<file path="src/rtl/reg_file_sb_if.sv">
// Issue / writeback / read bundle for reg_file_sb.
// master = core side driving requests, slave = register file.
interface reg_file_sb_if #(
  parameter int DATA_W   = 32,
  parameter int REG_NUM  = 32,
  parameter int RD_PORTS = 2
);
  localparam int ADDR_W = $clog2(REG_NUM);

  logic [RD_PORTS-1:0]        iRdEn;
  logic [RD_PORTS*ADDR_W-1:0] iRdAddr;
  logic [RD_PORTS*DATA_W-1:0] oRdData;
  logic [RD_PORTS-1:0]        oRdBusy;
  logic                       iResEn;
  logic [ADDR_W-1:0]          iResAddr;
  logic                       oResRdy;
  logic                       iWrEn;
  logic [ADDR_W-1:0]          iWrAddr;
  logic [DATA_W-1:0]          iWrData;
  logic [REG_NUM-1:0]         oBusyVec;
  logic [ADDR_W:0]            oPendCnt;

  modport master (
    output iRdEn, iRdAddr,
    output iResEn, iResAddr,
    output iWrEn, iWrAddr, iWrData,
    input  oRdData, oRdBusy, oResRdy,
    input  oBusyVec, oPendCnt
  );

  modport slave (
    input  iRdEn, iRdAddr,
    input  iResEn, iResAddr,
    input  iWrEn, iWrAddr, iWrData,
    output oRdData, oRdBusy, oResRdy,
    output oBusyVec, oPendCnt
  );
endinterface

</file>
<file path="src/rtl/reg_file_sb.sv">
// Multi-read-port register file with write-pending scoreboard, x0 = 0.
// Optional REGFILE_BYPASS_EN forwards same-cycle writeback to read ports.
module reg_file_sb #(
  parameter int DATA_W   = 32,
  parameter int REG_NUM  = 32,
  parameter int RD_PORTS = 2
) (
  input logic          iClk,
  input logic          iRst,
  reg_file_sb_if.slave bus
);
  localparam int ADDR_W = $clog2(REG_NUM);
  localparam int CNT_W  = ADDR_W + 1;

  logic [DATA_W-1:0]  rf_q [REG_NUM];
  logic [REG_NUM-1:0] busy_q, busy_d;
  logic [CNT_W-1:0]   cnt_q, cnt_d;

  logic wr_hit;
  logic res_rdy;
  logic res_go;
  logic same;
  logic inc, dec;

  assign wr_hit = bus.iWrEn && (bus.iWrAddr != '0);
  assign same   = bus.iWrEn && (bus.iWrAddr == bus.iResAddr);

  assign res_rdy = (bus.iResAddr == '0)
                 | ~busy_q[bus.iResAddr]
                 | same;

  assign res_go = bus.iResEn && res_rdy
               && (bus.iResAddr != '0);

  // A reservation colliding with its own release nets zero.
  assign inc = res_go && !busy_q[bus.iResAddr];
  assign dec = wr_hit && busy_q[bus.iWrAddr]
            && !(res_go && same);

  always_comb begin
    busy_d = busy_q;
    if (wr_hit) busy_d[bus.iWrAddr] = 1'b0;
    if (res_go) busy_d[bus.iResAddr] = 1'b1;
    busy_d[0] = 1'b0;
  end

  assign cnt_d = cnt_q + CNT_W'(inc) - CNT_W'(dec);

  always_ff @(posedge iClk or negedge iRst) begin
    if (!iRst) begin
      busy_q <= '0;
      cnt_q  <= '0;
    end else begin
      busy_q <= busy_d;
      cnt_q  <= cnt_d;
    end
  end

  always_ff @(posedge iClk or negedge iRst) begin
    if (!iRst) begin
      for (int i = 0; i < REG_NUM; i++)
        rf_q[i] <= '0;
    end else if (wr_hit) begin
      rf_q[bus.iWrAddr] <= bus.iWrData;
    end
  end

  logic [ADDR_W-1:0]          ra [RD_PORTS];
  logic [RD_PORTS-1:0]        hit;
  logic [RD_PORTS-1:0]        fwd;
  logic [RD_PORTS*DATA_W-1:0] rd_data;
  logic [RD_PORTS-1:0]        rd_busy;

  always_comb begin
    rd_data = '0;
    rd_busy = '0;
    hit     = '0;
    fwd     = '0;
    for (int p = 0; p < RD_PORTS; p++) begin
      ra[p]  = bus.iRdAddr[p*ADDR_W +: ADDR_W];
      hit[p] = bus.iRdEn[p] && (ra[p] != '0);
`ifdef REGFILE_BYPASS_EN
      fwd[p] = hit[p] && wr_hit
            && (bus.iWrAddr == ra[p]);
`else
      fwd[p] = 1'b0;
`endif
      if (fwd[p]) begin
        rd_data[p*DATA_W +: DATA_W] = bus.iWrData;
      end else if (hit[p]) begin
        rd_data[p*DATA_W +: DATA_W] = rf_q[ra[p]];
        rd_busy[p] = busy_q[ra[p]];
      end
    end
  end

  assign bus.oRdData  = rd_data;
  assign bus.oRdBusy  = rd_busy;
  assign bus.oResRdy  = res_rdy;
  assign bus.oBusyVec = busy_q;
  assign bus.oPendCnt = cnt_q;
endmodule

</file>
<file path="src/flat_wrapper.sv">
// flat-port wrapper written by rule: the top's interface ports become plain ports
module reg_file_sb_flat 
#(
  parameter int DATA_W   = 32,
  parameter int REG_NUM  = 32,
  parameter int RD_PORTS = 2
)
  (iClk, iRst, bus_iRdEn, bus_iRdAddr, bus_iResEn, bus_iResAddr, bus_iWrEn, bus_iWrAddr, bus_iWrData, bus_oRdData, bus_oRdBusy, bus_oResRdy, bus_oBusyVec, bus_oPendCnt);
  reg_file_sb_if #(.DATA_W(DATA_W), .REG_NUM(REG_NUM), .RD_PORTS(RD_PORTS)) bus_i ();
  input logic iClk;
  input logic iRst;
  input wire logic [$bits(bus_i.iRdEn)-1:0] bus_iRdEn;
  input wire logic [$bits(bus_i.iRdAddr)-1:0] bus_iRdAddr;
  input wire logic [$bits(bus_i.iResEn)-1:0] bus_iResEn;
  input wire logic [$bits(bus_i.iResAddr)-1:0] bus_iResAddr;
  input wire logic [$bits(bus_i.iWrEn)-1:0] bus_iWrEn;
  input wire logic [$bits(bus_i.iWrAddr)-1:0] bus_iWrAddr;
  input wire logic [$bits(bus_i.iWrData)-1:0] bus_iWrData;
  output wire logic [$bits(bus_i.oRdData)-1:0] bus_oRdData;
  output wire logic [$bits(bus_i.oRdBusy)-1:0] bus_oRdBusy;
  output wire logic [$bits(bus_i.oResRdy)-1:0] bus_oResRdy;
  output wire logic [$bits(bus_i.oBusyVec)-1:0] bus_oBusyVec;
  output wire logic [$bits(bus_i.oPendCnt)-1:0] bus_oPendCnt;
  assign bus_i.iRdEn = bus_iRdEn;
  assign bus_i.iRdAddr = bus_iRdAddr;
  assign bus_i.iResEn = bus_iResEn;
  assign bus_i.iResAddr = bus_iResAddr;
  assign bus_i.iWrEn = bus_iWrEn;
  assign bus_i.iWrAddr = bus_iWrAddr;
  assign bus_i.iWrData = bus_iWrData;
  assign bus_oRdData = bus_i.oRdData;
  assign bus_oRdBusy = bus_i.oRdBusy;
  assign bus_oResRdy = bus_i.oResRdy;
  assign bus_oBusyVec = bus_i.oBusyVec;
  assign bus_oPendCnt = bus_i.oPendCnt;
  reg_file_sb #(.DATA_W(DATA_W), .REG_NUM(REG_NUM), .RD_PORTS(RD_PORTS)) u_core (.iClk(iClk), .iRst(iRst), .bus(bus_i));
endmodule
</file>
<file path="config.mk">
export PLATFORM = sky130hd
export DESIGN_NAME = reg_file_sb_flat
export DESIGN_NICKNAME = d
export VERILOG_FILES = /design/src/rtl/reg_file_sb_if.sv /design/src/rtl/reg_file_sb.sv /design/src/flat_wrapper.sv
export SDC_FILE = /design/constraint.sdc
export NUM_CORES = 2
export LEC_CHECK = 0
export ABC_AREA = 0
export CAP_MARGIN = 10
export CORE_UTILIZATION = 50
export DETAILED_ROUTE_END_ITERATION = 7
export HOLD_SLACK_MARGIN = 0.15
export PLACE_DENSITY = 0.67
export SYNTH_ARGS = -nofsm -noshare
export SYNTH_HDL_FRONTEND = slang
export SYNTH_SLANG_ARGS = --single-unit
</file>
<file path="constraint.sdc">
create_clock -name iClk -period 4 [get_ports iClk]
set_input_delay 1 -clock iClk [delete_from_list [all_inputs] [get_ports iClk]]
set_output_delay 1 -clock iClk [all_outputs]
set_load 0.05 [all_outputs]
</file>
## Yosys cells after proc, flatten, opt, wreduce, memory -nomap -nowiden

Cells that the tools add are included.

| operators by class | value |
|---|---|
| reduce and logical (&&, ||, !) cells | 20 |
| eq/ne operators | 1 |
| add/subtract/negate cells | 2 |
| magnitude comparators | 10 |
| bitwise gates (word level) | 9 |
| muxes and demuxes | 27 |

Operators by type and width:

| operator | number |
|---|---|
| 1024-bit bitwise mux | 1 |
| 32-bit binary-select mux with 5-bit select | 2 |
| 32-bit two-way mux | 9 |
| 32-bit demux with 5-bit select | 1 |
| 32-bit AND | 1 |
| 32-bit inverter | 1 |
| 32-bit bitwise OR | 1 |
| 5-bit by 6-bit less-than comparator with 1-bit output (second input constant) | 4 |
| 1-bit binary-select mux with 5-bit select | 4 |
| 5-bit nonzero test | 4 |
| 6-bit >= comparator (second input constant) | 3 |
| 5-bit inverter with 6-bit output | 3 |
| 1-bit logical AND | 13 |
| 1-bit demux with 5-bit select | 2 |
| 5-bit by 1-bit >= comparator with 1-bit output (second input constant) | 2 |
| 1-bit two-way mux | 8 |
| 6-bit by 1-bit adder with 6-bit output | 1 |
| 6-bit by 1-bit less-than comparator with 1-bit output (second input constant) | 1 |
| 6-bit by 1-bit subtractor with 6-bit output | 1 |
| 5-bit equality test | 1 |
| 5-bit zero test | 1 |
| 1-bit zero test | 2 |
| 1-bit bitwise OR | 2 |
| 1-bit inverter | 1 |

| word-level totals | value |
|---|---|
| output and inout port bits | 105 |
| bits of input ports | 58 |
| bits in registers | 1061 |

## Depth between registers and ports, before layout

| depth | value |
|---|---|
| depth in word-level cells | 11 |
| depth in mapped cells | 17 |
| gate-level depth less buffers | 15 |

## Worst setup path before layout

No wires, ideal clock.

| path | value |
|---|---|
| path kind | input port to output port |
| start | in bus_iResAddr[1] |
| end | out bus_oResRdy |
| cell stages on the path | 7 |
| slack | -159 ps |
| arrival time | 3159 ps |
| required time | 3000 ps |
| cells stage by stage | buf_2 mux2_2 a22oi_1 nand2_1 a21oi_2 nand2_1 o21ai_0 |

| between the ends | value |
|---|---|
| cells in the longest elaborated chain, start to end | 5 |

RTL lines:

| item | RTL line | RTL |
|---|---|---|
| from (decl) | flat_wrapper.sv:15 | `input wire logic [$bits(bus_i.iResAddr)-1:0] bus_iResAddr;` |
| 1-bit binary-select mux with 5-bit select | reg_file_sb.sv:29 | `\| ~busy_q[bus.iResAddr]` |
| 1-bit two-way mux (not written as such) | reg_file_sb.sv:29 |  |
| 1-bit inverter | reg_file_sb.sv:29 |  |
| 1-bit bitwise OR | reg_file_sb.sv:29 |  |
| 1-bit bitwise OR * | reg_file_sb.sv:30 | `\| same;` |
| to (decl) | flat_wrapper.sv:21 | `output wire logic [$bits(bus_i.oResRdy)-1:0] bus_oResRdy;` |

Mark *: on every way between the ends. The rest lies on a longest branch, timed or not. The select of a mux whose other input is x is not followed.

## Final worst setup path

| path | value |
|---|---|
| start | in bus_iRdAddr[5] |
| end | out bus_oRdData[53] |

| between the ends | value |
|---|---|
| cells in the longest elaborated chain, start to end | 5 |

RTL lines:

| item | RTL line | RTL |
|---|---|---|
| from (decl) | flat_wrapper.sv:13 | `input wire logic [$bits(bus_i.iRdAddr)-1:0] bus_iRdAddr;` |
| 5-bit inverter with 6-bit output (not written as such) | reg_file_sb.sv:91 | `rd_data[p*DATA_W +: DATA_W] = rf_q[ra[p]];` |
| 32-bit binary-select mux with 5-bit select | reg_file_sb.sv:91 |  |
| 32-bit two-way mux (not written as such) (2 in a row) | reg_file_sb.sv:91 |  |
| 32-bit two-way mux * | reg_file_sb.sv:90 | `end else if (hit[p]) begin` |
| to (decl) | flat_wrapper.sv:19 | `output wire logic [$bits(bus_i.oRdData)-1:0] bus_oRdData;` |

Marked as above.

==> results.sh <==
export IMPL_slew_headroom_pct=23.30
export IMPL_grt_max_degree=124
export IMPL_post_route_min_period_ns=3.972
export IMPL_die_area_um2=114400
export IMPL_max_freq_mhz=251.7
export IMPL_areaGrowthSynthToFinish_pct=21.04
export IMPL_drt_pass1_iterations=5
export IMPL_power_clock_fraction_pct=32.7
export IMPL_cts_root_buf="clkbuf_16"
export IMPL_wl_per_cell_um=31.59
export IMPL_clockBufferDepth=3
export IMPL_postCtsHoldBufs=0
export IMPL_critPathArrivalTime_ns=2.97
export IMPL_yosysTopAreaCell="dfrtp_1"
export IMPL_final_period_utilization_pct=99.31
export IMPL_num_io_pins=163
export IMPL_start_util_pct=50.78
export IMPL_synth_fp_nets=3921
export IMPL_yosysMostFrequentCell="dfrtp_1"
export IMPL_cap_violations=0
export IMPL_ys_flop_type="dfrtp_1"
export IMPL_hold_class="in -> async"
export IMPL_viasPerCell=6.702
export IMPL_num_nets_final=4198
export IMPL_clk_latency_ns=0.71
export IMPL_overflow=0
export IMPL_synthArstFlopShare_pct=100.0
export IMPL_drc=0
export IMPL_avgSynthCellArea_um2=14.65
export IMPL_synth_warnings=0
export IMPL_ir_drop_v=0.0003585
export IMPL_ys_ff_latch=1061
export IMPL_path_class="in -> out"
export IMPL_p_sw_uw=9727
export IMPL_cp_start_kind="input port"
export IMPL_cts_sinks=1061
export IMPL_tightest_slew_ns=1.147
export IMPL_fp_dieH_um=338.2
export IMPL_netlist_instances=3856
export IMPL_drt_iter0_drc=3835
export IMPL_drt_wl_total_mm=180.7
export IMPL_synth_common_cells="dfrtp_1 (1061), mux2_2 (980), mux4_2 (459), clkbuf_1 (235), mux2i_1 (151)"
export IMPL_ant_nets=0
export IMPL_power_per_cell_area_nw_per_um2=491.8
export IMPL_htree_levels=3
export IMPL_maxSlewViolCount=0
export IMPL_layout_setup_ws_ns=0.02756
export IMPL_clkSlewWorstSetupHoldPaths_ns=0.06
export IMPL_setup_viol=0
export IMPL_cts_inserted_buffers=115
export IMPL_synth_area_um2=56500
export IMPL_end_kind="primary output"
export IMPL_hold_viol_final=0
export IMPL_dp_slack_ns=-0.4969
export IMPL_dp_final_hpwl_mm=110.6
export IMPL_synth_edf_count=0
export IMPL_comb_power_share_pct=24.3
export IMPL_drive_above_1_share_pct=53.39
export IMPL_synthDistinctLibCells=52
export IMPL_cp_max_fo=6
export IMPL_placed_cell_area_um2=63450
export IMPL_leakage_uw=0.02979
export IMPL_rsz0062_at_grt="false"
export IMPL_intPower_uw=23910
export IMPL_grt_pass1_wl_mm=268.0
export IMPL_fin_setup_tns_ns=0
export IMPL_seq_area_frac_synth_pct=46.99
export IMPL_required_ns=3.00
export IMPL_die_w_um=338.2
export IMPL_swShare_pct=28.92
export IMPL_io_buffer_count=161
export IMPL_stdcell_area_um2=68390
export IMPL_skew_ns=0.009758
export IMPL_tritoncts="done"
export IMPL_status="finished, final reports clean"
export IMPL_row_count=122
export IMPL_first_global_vias=39600
export IMPL_antenna_found_initial=3
export IMPL_vias=38340
export IMPL_grt_usage_pct=31.52
export IMPL_seq_power_share_pct=43.0
export IMPL_place_gp_congestion=0.8853
export IMPL_netlist_area_leader_share_pct=46.99
export IMPL_synth_area_leaders="dfrtp_1 (47%), mux2_2 (20%), mux4_2 (18%)"
export IMPL_core_area_um2=111300
## final timing paths
check | from | cells past startpoint | slack (ns) | endpoint
max | bus_iRdAddr[5] | 9 | 0.03 | bus_oRdData[53]
min | iRst | 1 | 0.32 | u_core.bus.oPendCnt[5]
max reg2reg | u_core.bus.oBusyVec[11] | 12 | 1.02 | u_core.bus.oPendCnt[5]
min reg2reg | u_core.rf_q[1019] | 0 | 0.39 | u_core.rf_q[1019]
max in group asynchronous | iRst | 2 | 2.50 | u_core.rf_q[333]
min in group iClk | u_core.rf_q[1019] | 0 | 0.39 | u_core.rf_q[1019]
## flip-flops by register name, indices dropped and copies added (netlist names)
signal,cells
u_core.rf_q,1024
u_core.bus.oBusyVec,31
u_core.bus.oPendCnt,6
## layout by cell type, fill, tap and decap left out, types with 18 or more instances in the layout
cell type and count:
dfrtp_1 1061, mux2_2 980, mux4_2 459, buf_4 289
buf_12 182, mux2i_1 151, clkbuf_16 121, nand2_1 101
clkdlybuf4s50_1 81, a22oi_1 79, a22o_1 70, o22ai_1 58
a21oi_1 50, o21ai_0 34, clkbuf_8 31, a221oi_1 30
o221ai_1 29, clkbuf_1 29, mux2_1 26, a211oi_1 23
buf_6 22, and3_1 20, clkinv_2 20, inv_1 18
## worst max-delay path, stage by stage
cell      delay, ns
buf_16         0.16
buf_16         0.16
buf_12         0.12
mux4_2         0.50
a22o_1         0.26
a221oi_4       0.31
o22ai_2        0.14
buf_4          0.16
buf_12         0.14
## routing by layer
metal | wire length (um) | part of all wire (%) | vias to the layer above | GRT usage (%)
met5 | 13 | 0.0072 | - | 0
li1 | - | - | 15520 | -
met1 | 73320 | 41 | 20700 | 43.18
met2 | 84980 | 47 | 1732 | 49.69
met3 | 15160 | 8.4 | 391 | 6.385
met4 | 7270 | 4.0 | 2 | 12.08
## what timing repair did
item,CTS,global route
setup buffers,25,4
gates cloned,3,4
setup endpoints to repair,65,37
resized for setup,97,32
pin swaps,12,8
## layout make-up
cell class / instances / area (um^2)
tap: 1488 / 1862
antenna: 2 / 5.005
inverter: 18 / 67.56
clock inverter: 38 / 439.2
timing repair buffer: 608 / 7579
clock buffer: 177 / 3463
fill: 8301 / 42890
sequential: 1061 / 26550
multi-input combinational: 2329 / 28420
## per-stage QoR
step                cells  hold slack [ns]  total power, uW  util, %
floorplan            3856           0.4413            19580        -
global placement     5469           0.3764            22210    57.02
detailed placement   5469           0.3833            22500    57.02
CTS                  5712           0.3105            33610    61.22
global route         5721           0.3390            34920    61.46
finish               5721           0.3204            33630    61.46
## power by group through the flow
stage | combinational, uW | clock (uW) | sequential, uW
floorplan | 5220 | 0 | 14400
finish | 8180 | 11000 | 14500
CTS | 8120 | 11100 | 14400
global placement | 7790 | 0 | 14400
global route | 8650 | 11600 | 14700
detailed placement | 7940 | 0 | 14600
## cells by family after synthesis
family / share of synthesized area [%]
compound gates: 6.098
xor+xnor: 0.1550
fa+ha+maj: 0.1683
buf+inv: 3.791
flops: 46.99
mux: 41.02
other cells: 0.006637
simple gates: 1.772
(Power assumes the default switching activity.)
